## src/rtl/serial_addsub_ctrl.sv

```systemverilog
// ---------------------------------------------------------------------------
// serial_addsub_ctrl
//   Bit-serial adder/subtractor. One shared 1-bit full-adder slice evaluates
//   one operand bit per clock, LSB first. Subtraction is a + ~b + 1, so the
//   B bit is inverted and the carry chain starts at 1.
//
// Ports
//   clk        : clock, all state updates on rising edge
//   rst_n      : asynchronous active-low reset
//   start      : request a new operation (sampled only in IDLE)
//   sub        : 0 = a+b, 1 = a-b (captured with start)
//   op_a, op_b : operands (captured with start)
//   busy       : high in RUN and DONE
//   done       : one-cycle pulse, result/carry_out/overflow valid
//   result     : sum/difference modulo 2^WIDTH
//   carry_out  : carry out of MSB (subtract: 1 = no borrow)
//   overflow   : two's-complement signed overflow
// ---------------------------------------------------------------------------
module serial_addsub_ctrl #(
    parameter int WIDTH = 8
) (
    input  logic             clk,
    input  logic             rst_n,
    input  logic             start,
    input  logic             sub,
    input  logic [WIDTH-1:0] op_a,
    input  logic [WIDTH-1:0] op_b,
    output logic             busy,
    output logic             done,
    output logic [WIDTH-1:0] result,
    output logic             carry_out,
    output logic             overflow
);

    localparam int CW = (WIDTH > 1) ? $clog2(WIDTH) : 1;
    localparam logic [CW-1:0] LAST_BIT = CW'(WIDTH - 1);

    typedef enum logic [1:0] {
        IDLE = 2'd0,
        RUN  = 2'd1,
        DONE = 2'd2
    } state_t;

    state_t           state_q, state_d;
    logic [WIDTH-1:0] a_q, a_d;
    logic [WIDTH-1:0] b_q, b_d;
    logic             sub_q, sub_d;
    logic [CW-1:0]    cnt_q, cnt_d;
    logic             carry_q, carry_d;
    logic [WIDTH-1:0] res_q, res_d;
    logic             cout_q, cout_d;
    logic             ovf_q, ovf_d;

    // Shared 1-bit slice
    logic bit_a, bit_b, bit_s, bit_c;

    always_comb begin
        bit_a = a_q[cnt_q];
        bit_b = b_q[cnt_q] ^ sub_q;
        bit_s = bit_a ^ bit_b ^ carry_q;
        bit_c = (bit_a & bit_b) | (carry_q & (bit_a ^ bit_b));
    end

    always_ff @(posedge clk or negedge rst_n) begin
        if (!rst_n) begin
            state_q <= IDLE;
            a_q     <= '0;
            b_q     <= '0;
            sub_q   <= 1'b0;
            cnt_q   <= '0;
            carry_q <= 1'b0;
            res_q   <= '0;
            cout_q  <= 1'b0;
            ovf_q   <= 1'b0;
        end else begin
            state_q <= state_d;
            a_q     <= a_d;
            b_q     <= b_d;
            sub_q   <= sub_d;
            cnt_q   <= cnt_d;
            carry_q <= carry_d;
            res_q   <= res_d;
            cout_q  <= cout_d;
            ovf_q   <= ovf_d;
        end
    end

    always_comb begin
        state_d = state_q;
        a_d     = a_q;
        b_d     = b_q;
        sub_d   = sub_q;
        cnt_d   = cnt_q;
        carry_d = carry_q;
        res_d   = res_q;
        cout_d  = cout_q;
        ovf_d   = ovf_q;

        unique case (state_q)
            IDLE: begin
                if (start) begin
                    a_d     = op_a;
                    b_d     = op_b;
                    sub_d   = sub;
                    cnt_d   = '0;
                    // +1 of the two's-complement negate enters as carry-in
                    carry_d = sub;
                    state_d = RUN;
                end
            end
            RUN: begin
                res_d[cnt_q] = bit_s;
                carry_d      = bit_c;
                if (cnt_q == LAST_BIT) begin
                    // Carry into the MSB is carry_q; carry out is bit_c
                    cout_d  = bit_c;
                    ovf_d   = carry_q ^ bit_c;
                    state_d = DONE;
                end else begin
                    cnt_d = cnt_q + 1'b1;
                end
            end
            DONE: begin
                state_d = IDLE;
            end
            default: begin
                state_d = IDLE;
            end
        endcase
    end

    assign busy      = (state_q != IDLE);
    assign done      = (state_q == DONE);
    assign result    = res_q;
    assign carry_out = cout_q;
    assign overflow  = ovf_q;

endmodule

```

## config.mk

```make
export PLATFORM = sky130hd
export DESIGN_NAME = serial_addsub_ctrl
export DESIGN_NICKNAME = d
export VERILOG_FILES = /design/src/rtl/serial_addsub_ctrl.sv
export SDC_FILE = /design/constraint.sdc
export NUM_CORES = 1
export LEC_CHECK = 0
export BUFFER_PORTS_ARGS = -buffer_cell sky130_fd_sc_hd__buf_4
export CORE_ASPECT_RATIO = 0.5
export CORE_MARGIN = 5
export CORE_UTILIZATION = 53
export DETAILED_ROUTE_END_ITERATION = 16
export PLACE_DENSITY = 0.84
export SETUP_SLACK_MARGIN = 0.15
export SLEW_MARGIN = 20
export SYNTH_ARGS = -nofsm -noshare
export SYNTH_HDL_FRONTEND = slang
export SYNTH_SLANG_ARGS = --single-unit
```

## constraint.sdc

```tcl
create_clock -name clk -period 3.1 [get_ports clk]
set_input_delay 0.62 -clock clk [delete_from_list [all_inputs] [get_ports clk]]
set_output_delay 0.62 -clock clk [all_outputs]
set_load 0.03 [all_outputs]
```

==> results_dict.tcl, run 1 <==
set metrics [dict create \
    crit_type "flip-flop to flip-flop" \
    ys_top_cells_by_area "dfrtp_1, mux2_2, mux4_2" \
    r2r_cells 5 \
    path_buf_inv 0 \
    synthCells 119 \
    start_util 0.540 \
    arrival_ns 2.68 \
    leakage_nw 0.866 \
    vias 1015 \
    p_per_area_nw_per_um2 1180 \
    drt-wirelength-per-cell_um 15.2 \
    hold_viol_final 0 \
    synth_warnings 0 \
    synth_top_cell_area_share 0.520 \
    regArea_um2 826 \
    period_share 0.813 \
    ctsHoldBuffers 0 \
    fill_cells 229 \
    outcome "complete, no violations" \
    clk_latency_ns 0.28 \
    mostFrequentLayoutCell "dfrtp_1" \
    crit_end "result[1]$_DFFE_PN0P_" \
    num_rows 14 \
    setup_viol 0 \
    cts_resized 0 \
    grt_pass1_wl_mm 5.18 \
    path_clk_slew_ns 0.06 \
    synth_edf_count 0 \
    core-area_um2 2940 \
    clock_tree.htree_level_count 2 \
    chipWidth_um 87.4 \
    io-pin-count 32 \
    gr-total-overflow 0 \
    syn_avg_cell_area_um2 13.4 \
    syn_nets 142 \
    post-cts-setup-buffers 0 \
    synth_top_cell_by_area "dfrtp_1" \
    area_growth_pct 19.8 \
    instances_no_fill 189 \
    gp_congestion 0.772 \
    nets 172 \
    drv_cap 0 \
    io_buffers 31 \
    grt_pass1_vias 1063 \
    dr.pass1.iters 4 \
    cts.path.max_buffers 2 \
    fin_area_um2 1900 \
    cp_slowest_cell "dfrtp_1" \
    setup_tns_ns 0 \
    cp-start-kind "flip-flop" \
    synth-main-ff-cell "dfrtp_1" \
    cts_tree "yes" \
    critPathLaunch "cnt_q[0]$_DFFE_PN0P_" \
    die_h_um 48.7 \
    critical_path.cell_chain "mux2i_1 -> mux4_2 -> xor2_1 -> fa_1 -> o41ai_1" \
    grt_usage 0.155 \
    r2r-start "cnt_q[0]$_DFFE_PN0P_" \
    route.detailed.drc 0 \
    cp.required_ns 3.26 \
    worst_slew_pin_slew_ns 0.511 \
    cts_made_buffers 5 \
    drt_wl_total_mm 2.87 \
    critPathMaxFanout 11 \
    post-route-min-period_ns 2.52 \
    syn_area_um2 1590 \
    ir_drop_mv 0.656 \
    yosysSeqAreaShare 0.520 \
    relSlewSlack 0.659 \
    n_antenna_cell 0 \
    ys_ff_latch 33 \
    critPathMaxStageDelay_ns 0.64 \
    grt_max_degree 34 \
    drive_gt1_frac 0.403 \
    drtAntennaViolNets 0 \
    clock_skew_ns 0.00806 \
    dpl.cell_count 182 \
    initialDrtViolationCount 61 \
    crit_path_end_kind "flip-flop" \
    worst_hold_path_type "input port to async pin" \
    critical_path_depth 5 \
    synth_cell_types 32 \
    async_flop_share 1.00 \
    r2r_setup_slack_ns 0.58 \
    place_area_um2 1820 \
    layout_common_cells "dfrtp_1, buf_4, mux2_2" \
    via_per_inst 5.37 \
    crit_family "multiplexers" \
    grt_setup_unrepaired "no" \
    cts.sinks 33 \
    r2r-end "result[1]$_DFFE_PN0P_" \
    multi_input_area_um2 694 \
    slew_viol_final 0 \
    antenna_found_initial 0 \
    max_freq_ghz 0.397 \
    die_area_um2 4260 \
    cts_root_buf "clkbuf_8" \
]
state kept, by name (all words and copies together), names as in the netlist:
signal,cells
a_q,8
carry_out,1
overflow,1
carry_q,1
cnt_q,3
sub_q,1
b_q,8
result,8
state_q,2
worst min path at each step:
stage / start / to / slack (ns) / cells past startpoint
floorplan: rst_n / a_q[0]$_DFFE_PN0P_ / 0.32 / 0
global route: rst_n / a_q[1]$_DFFE_PN0P_ / 0.32 / 1
global placement: overflow$_DFFE_PN0P_ / overflow$_DFFE_PN0P_ / 0.47 / 2
detailed placement: a_q[3]$_DFFE_PN0P_ / a_q[3]$_DFFE_PN0P_ / 0.48 / 1
finish: rst_n / a_q[6]$_DFFE_PN0P_ / 0.27 / 1
CTS: rst_n / a_q[6]$_DFFE_PN0P_ / 0.29 / 1
layout make-up:
class	count	share of cell area
Inverter	4	0.00788
Sequential cell	33	0.434
Tap cell	40	0.0263
Multi-Input combinational cell	74	0.365
Clock buffer	7	0.0453
Timing Repair Buffer	31	0.122
worst register-to-register path: stages (launching register included):
cell and delay (ns):
dfrtp_1 0.64, mux2i_1 0.16, mux4_2 0.50, xor2_1 0.17, fa_1 0.58, o41ai_1 0.37
where the power goes:
part | switching (W) | internal, W | total, W
sequential | 0.000207 | 0.000640 | 0.000847
combinational | 0.000549 | 0.000533 | 0.00108
clock | 0.000142 | 0.000176 | 0.000318
cell families after synthesis:
| kind of cell | after synthesis | synth area share |
|---|---|---|
| adders and majority gates | 3 | 0.0283 |
| and+or+nand+nor | 15 | 0.0583 |
| AOI/OAI and AO/OA | 27 | 0.131 |
| buffers and inverters | 12 | 0.0433 |
| muxes | 27 | 0.208 |
| DFF | 33 | 0.520 |
| xor gates and xnor gates | 2 | 0.0110 |
Yosys cell counts, drive strengths merged, types with 2 or more instances:
master,n
mux2i,6
mux4,3
inv,4
ha,2
buf,8
o31ai,8
nand2b,3
o41ai,2
o21ai,9
nor2,3
a22o,5
nand3b,2
xor2,2
mux2,18
nand2,3
dfrtp,33
routing by layer:
metal | wire [um] | up-vias | GRT usage
met3 | 123 | 2 | 0.0475
met2 | 1360 | 17 | 0.231
met5 | 0 | - | 0
li1 | - | 494 | -
met4 | 17 | 0 | 0.0383
met1 | 1360 | 502 | 0.222
metrics by stage:
stage / utilization / hold slack [ns] / worst slack [ns] / total power (W)
3_5_place_dp: 0.618 / 0.483 / 0.618 / 0.00194
5_1_grt: 0.647 / 0.317 / 0.407 / 0.00242
6_report: 0.647 / 0.275 / 0.580 / 0.00225
2_1_floorplan: - / 0.324 / 0.859 / 0.00168
4_1_cts: 0.647 / 0.289 / 0.587 / 0.00226
3_3_place_gp: 0.618 / 0.471 / 0.737 / 0.00189
Note: power is estimated with default switching activity, not from simulation.
==> inputs of run 2 (changes only) <==
--- a/config.mk
+++ b/config.mk
@@ -5,12 +5,13 @@
 export SDC_FILE = /design/constraint.sdc
 export NUM_CORES = 1
 export LEC_CHECK = 0
+export ABC_AREA = 1
 export BUFFER_PORTS_ARGS = -buffer_cell sky130_fd_sc_hd__buf_4
 export CORE_ASPECT_RATIO = 0.5
 export CORE_MARGIN = 5
-export CORE_UTILIZATION = 53
+export CORE_UTILIZATION = 54
 export DETAILED_ROUTE_END_ITERATION = 16
-export PLACE_DENSITY = 0.84
+export PLACE_DENSITY = 0.86
 export SETUP_SLACK_MARGIN = 0.15
 export SLEW_MARGIN = 20
 export SYNTH_ARGS = -nofsm -noshare
==> constraint.sdc (replaced) <==
create_clock -name clk -period 2.6 [get_ports clk]
set_input_delay 0.52 -clock clk [delete_from_list [all_inputs] [get_ports clk]]
set_output_delay 0.52 -clock clk [all_outputs]
set_load 0.03 [all_outputs]
==> run 2 against run 1 <==
- count of clock-buffer cells in the layout increased by 1
- area after synthesis grew 0.24%
- die area fell by 1.4%
- flip-flop and latch count did not move
- wire length grew 16%
- clock power rose by 14%
- fmax rose by 16%
- final cell count up 38%
- core utilization increased by 6.2 points
- first-iteration DRC count is 26% lower
- largest cell class unchanged
==> results_dict.tcl, run 2 <==
set metrics [dict create \
    synth_cell_types 25 \
    synth_edf_count 0 \
    critical_path.cell_chain "inv_2 -> nand2_1 -> nand2_1 -> nand2_1 -> nand2_1 -> o21ai_1 -> nand2_1 -> fa_1 -> inv_1 -> nand2_1 -> o21ai_0" \
    core-area_um2 2700 \
    synth_compound_area_frac 0.107 \
    synth_top_family_by_area "simple AND/OR/NAND/NOR gates" \
    gp_congestion 0.901 \
    r2r-end "result[3]$_DFFE_PN0P_" \
    syn_nets 212 \
    arrival_ns 2.32 \
    grt_setup_unrepaired "no" \
    r2r-start "cnt_q[0]$_DFFE_PN0P_" \
    layout_common_cells "nand2_1, dfrtp_1, buf_4" \
    yosysSeqAreaShare 0.518 \
    drt-wirelength-per-cell_um 12.8 \
    outcome "complete, no violations" \
    synthMuxAreaShare 0 \
    post-route-min-period_ns 2.16 \
    synth_top_cell_area_share 0.518 \
    grt_pass1_wl_mm 5.86 \
    synth-main-ff-cell "dfrtp_1" \
    grt_max_degree 34 \
    antenna_found_initial 0 \
    clock_tree.htree_level_count 2 \
    path_clk_slew_ns 0.06 \
    num_rows 13 \
    max_freq_ghz 0.462 \
    ys_ff_latch 33 \
    synthCells 189 \
    hold-worst-slack_ns 0.169 \
    fin_ws_ns 0.435 \
    async_flop_share 1.00 \
    cp.required_ns 2.76 \
    place_ws_ns 0.501 \
    gr-total-overflow 0 \
    ctsHoldBuffers 0 \
    grt_usage 0.176 \
    synth_warnings 0 \
    crit_path_end_kind "flip-flop" \
    chipWidth_um 86.8 \
    start_util 0.590 \
    cts_resized 0 \
    n_antenna_cell 0 \
    die_area_um2 4200 \
    cts_tree "yes" \
    mostFrequentLayoutCell "nand2_1" \
    io-pin-count 32 \
    synth-xor-area-share 0 \
    critPathMaxFanout 13 \
    slew_viol_final 0 \
    synth_top_cell_by_area "dfrtp_1" \
    ys_top_cells_by_area "dfrtp_1, nand2_1, o21ai_0" \
    route.detailed.drc 0 \
    io_buffers 31 \
    ir_drop_mv 0.647 \
    worst_slew_pin_slew_ns 0.460 \
    r2r_cells 11 \
    dr.pass1.iters 4 \
    clk_latency_ns 0.28 \
    synth_most_common_cell "nand2_1" \
    place_area_um2 1830 \
    critPathMaxStageDelay_ns 0.63 \
    hold_viol_final 0 \
    syn_area_um2 1590 \
    worst_hold_path_type "input port to async pin" \
    drt_wl_total_mm 3.33 \
    die_h_um 48.4 \
    cts.path.max_buffers 2 \
    synthSimpleGateAreaFrac 0.275 \
    cts_made_buffers 5 \
    clock_skew_ns 0.00493 \
    cts_root_buf "clkbuf_8" \
    fill_cells 225 \
    cp_common_cell "nand2_1" \
    dpl.hpwl_mm 2.40 \
    yosys.area_share.adder 0.0283 \
    drv_cap 0 \
    cp-start-kind "flip-flop" \
    setup_viol 0 \
    nets 246 \
    relSlewSlack 0.693 \
    period_share 0.833 \
    netlist_top_cells_count "nand2_1, dfrtp_1, nor2_1, o21ai_0, inv_1" \
    cp_slowest_cell "dfrtp_1" \
    vias 1300 \
    drtAntennaViolNets 0 \
    grt_pass1_vias 1294 \
    leakage_nw 1.00 \
    initialDrtViolationCount 45 \
    p_per_area_nw_per_um2 1360 \
    area_growth_pct 20.2 \
    via_per_inst 4.98 \
    syn_avg_cell_area_um2 8.43 \
    setup_tns_ns 0 \
    crit_type "flip-flop to flip-flop" \
    post-cts-setup-buffers 0 \
    fin_area_um2 1910 \
    drive_gt1_frac 0.232 \
    r2r_setup_slack_ns 0.44 \
    cts.sinks 33 \
]
==> run 2: how the worst max path moves through the flow <==
stage	from	end	slack, ns	cells after the start
floorplan	cnt_q[2]$_DFFE_PN0P_	result[3]$_DFFE_PN0P_	0.81	8
global placement	cnt_q[0]$_DFFE_PN0P_	result[3]$_DFFE_PN0P_	0.57	11
detailed placement	cnt_q[0]$_DFFE_PN0P_	result[3]$_DFFE_PN0P_	0.50	11
CTS	cnt_q[0]$_DFFE_PN0P_	result[3]$_DFFE_PN0P_	0.48	11
global route	cnt_q[0]$_DFFE_PN0P_	result[3]$_DFFE_PN0P_	0.24	11
finish	cnt_q[0]$_DFFE_PN0P_	result[3]$_DFFE_PN0P_	0.44	11
==> run 2: metrics by stage <==
stage	instances	utilization	power [W]
global route	261	0.709	0.00283
global placement	253	0.679	0.00219
floorplan	189	-	0.00189
CTS	261	0.709	0.00262
detailed placement	253	0.679	0.00224
finish	261	0.709	0.00261
==> run 2: logic make-up (layout without fill, tap and decap cells) <==
logic type | Yosys count | in the layout
simple gates | 103 | 103
flops | 33 | 33
buf+inv | 23 | 58
compound gates | 27 | 27
fa+ha+maj | 3 | 3
==> run 2: where the power goes <==
part / leakage (nW) / switching [W] / internal, W / total [W]
clock network: 0.0395 / 0.000172 / 0.000190 / 0.000362
logic: 0.560 / 0.000845 / 0.000477 / 0.00132
registers: 0.406 / 0.000166 / 0.000757 / 0.000923
total: 1.00 / 0.00118 / 0.00142 / 0.00261
==> run 2: final cells by class <==
class	count	area, um2	area share
Clock buffer	8	80.1	0.0418
Tap cell	37	46.3	0.0242
Sequential cell	33	826	0.431
Timing Repair Buffer	31	233	0.122
Multi-Input combinational cell	133	653	0.341
Inverter	19	76.3	0.0399
==> run 2: worst max-delay path, delay by kind of cell (launching register included) <==
family | cells | cell delay [ns]
buffers and inverters | 2 | 0.23
flip-flops | 1 | 0.63
adder cells (fa/ha/maj) | 1 | 0.61
AO/OA/AOI/OAI | 2 | 0.18
AND/OR/NAND/NOR | 6 | 0.39
==> run 2: routing by layer <==
metal	vias up	wire length (um)	global-route usage
met5	-	0	0
met4	0	57	0.0751
met3	9	164	0.0455
met2	30	1490	0.261
met1	602	1620	0.244
li1	659	-	-
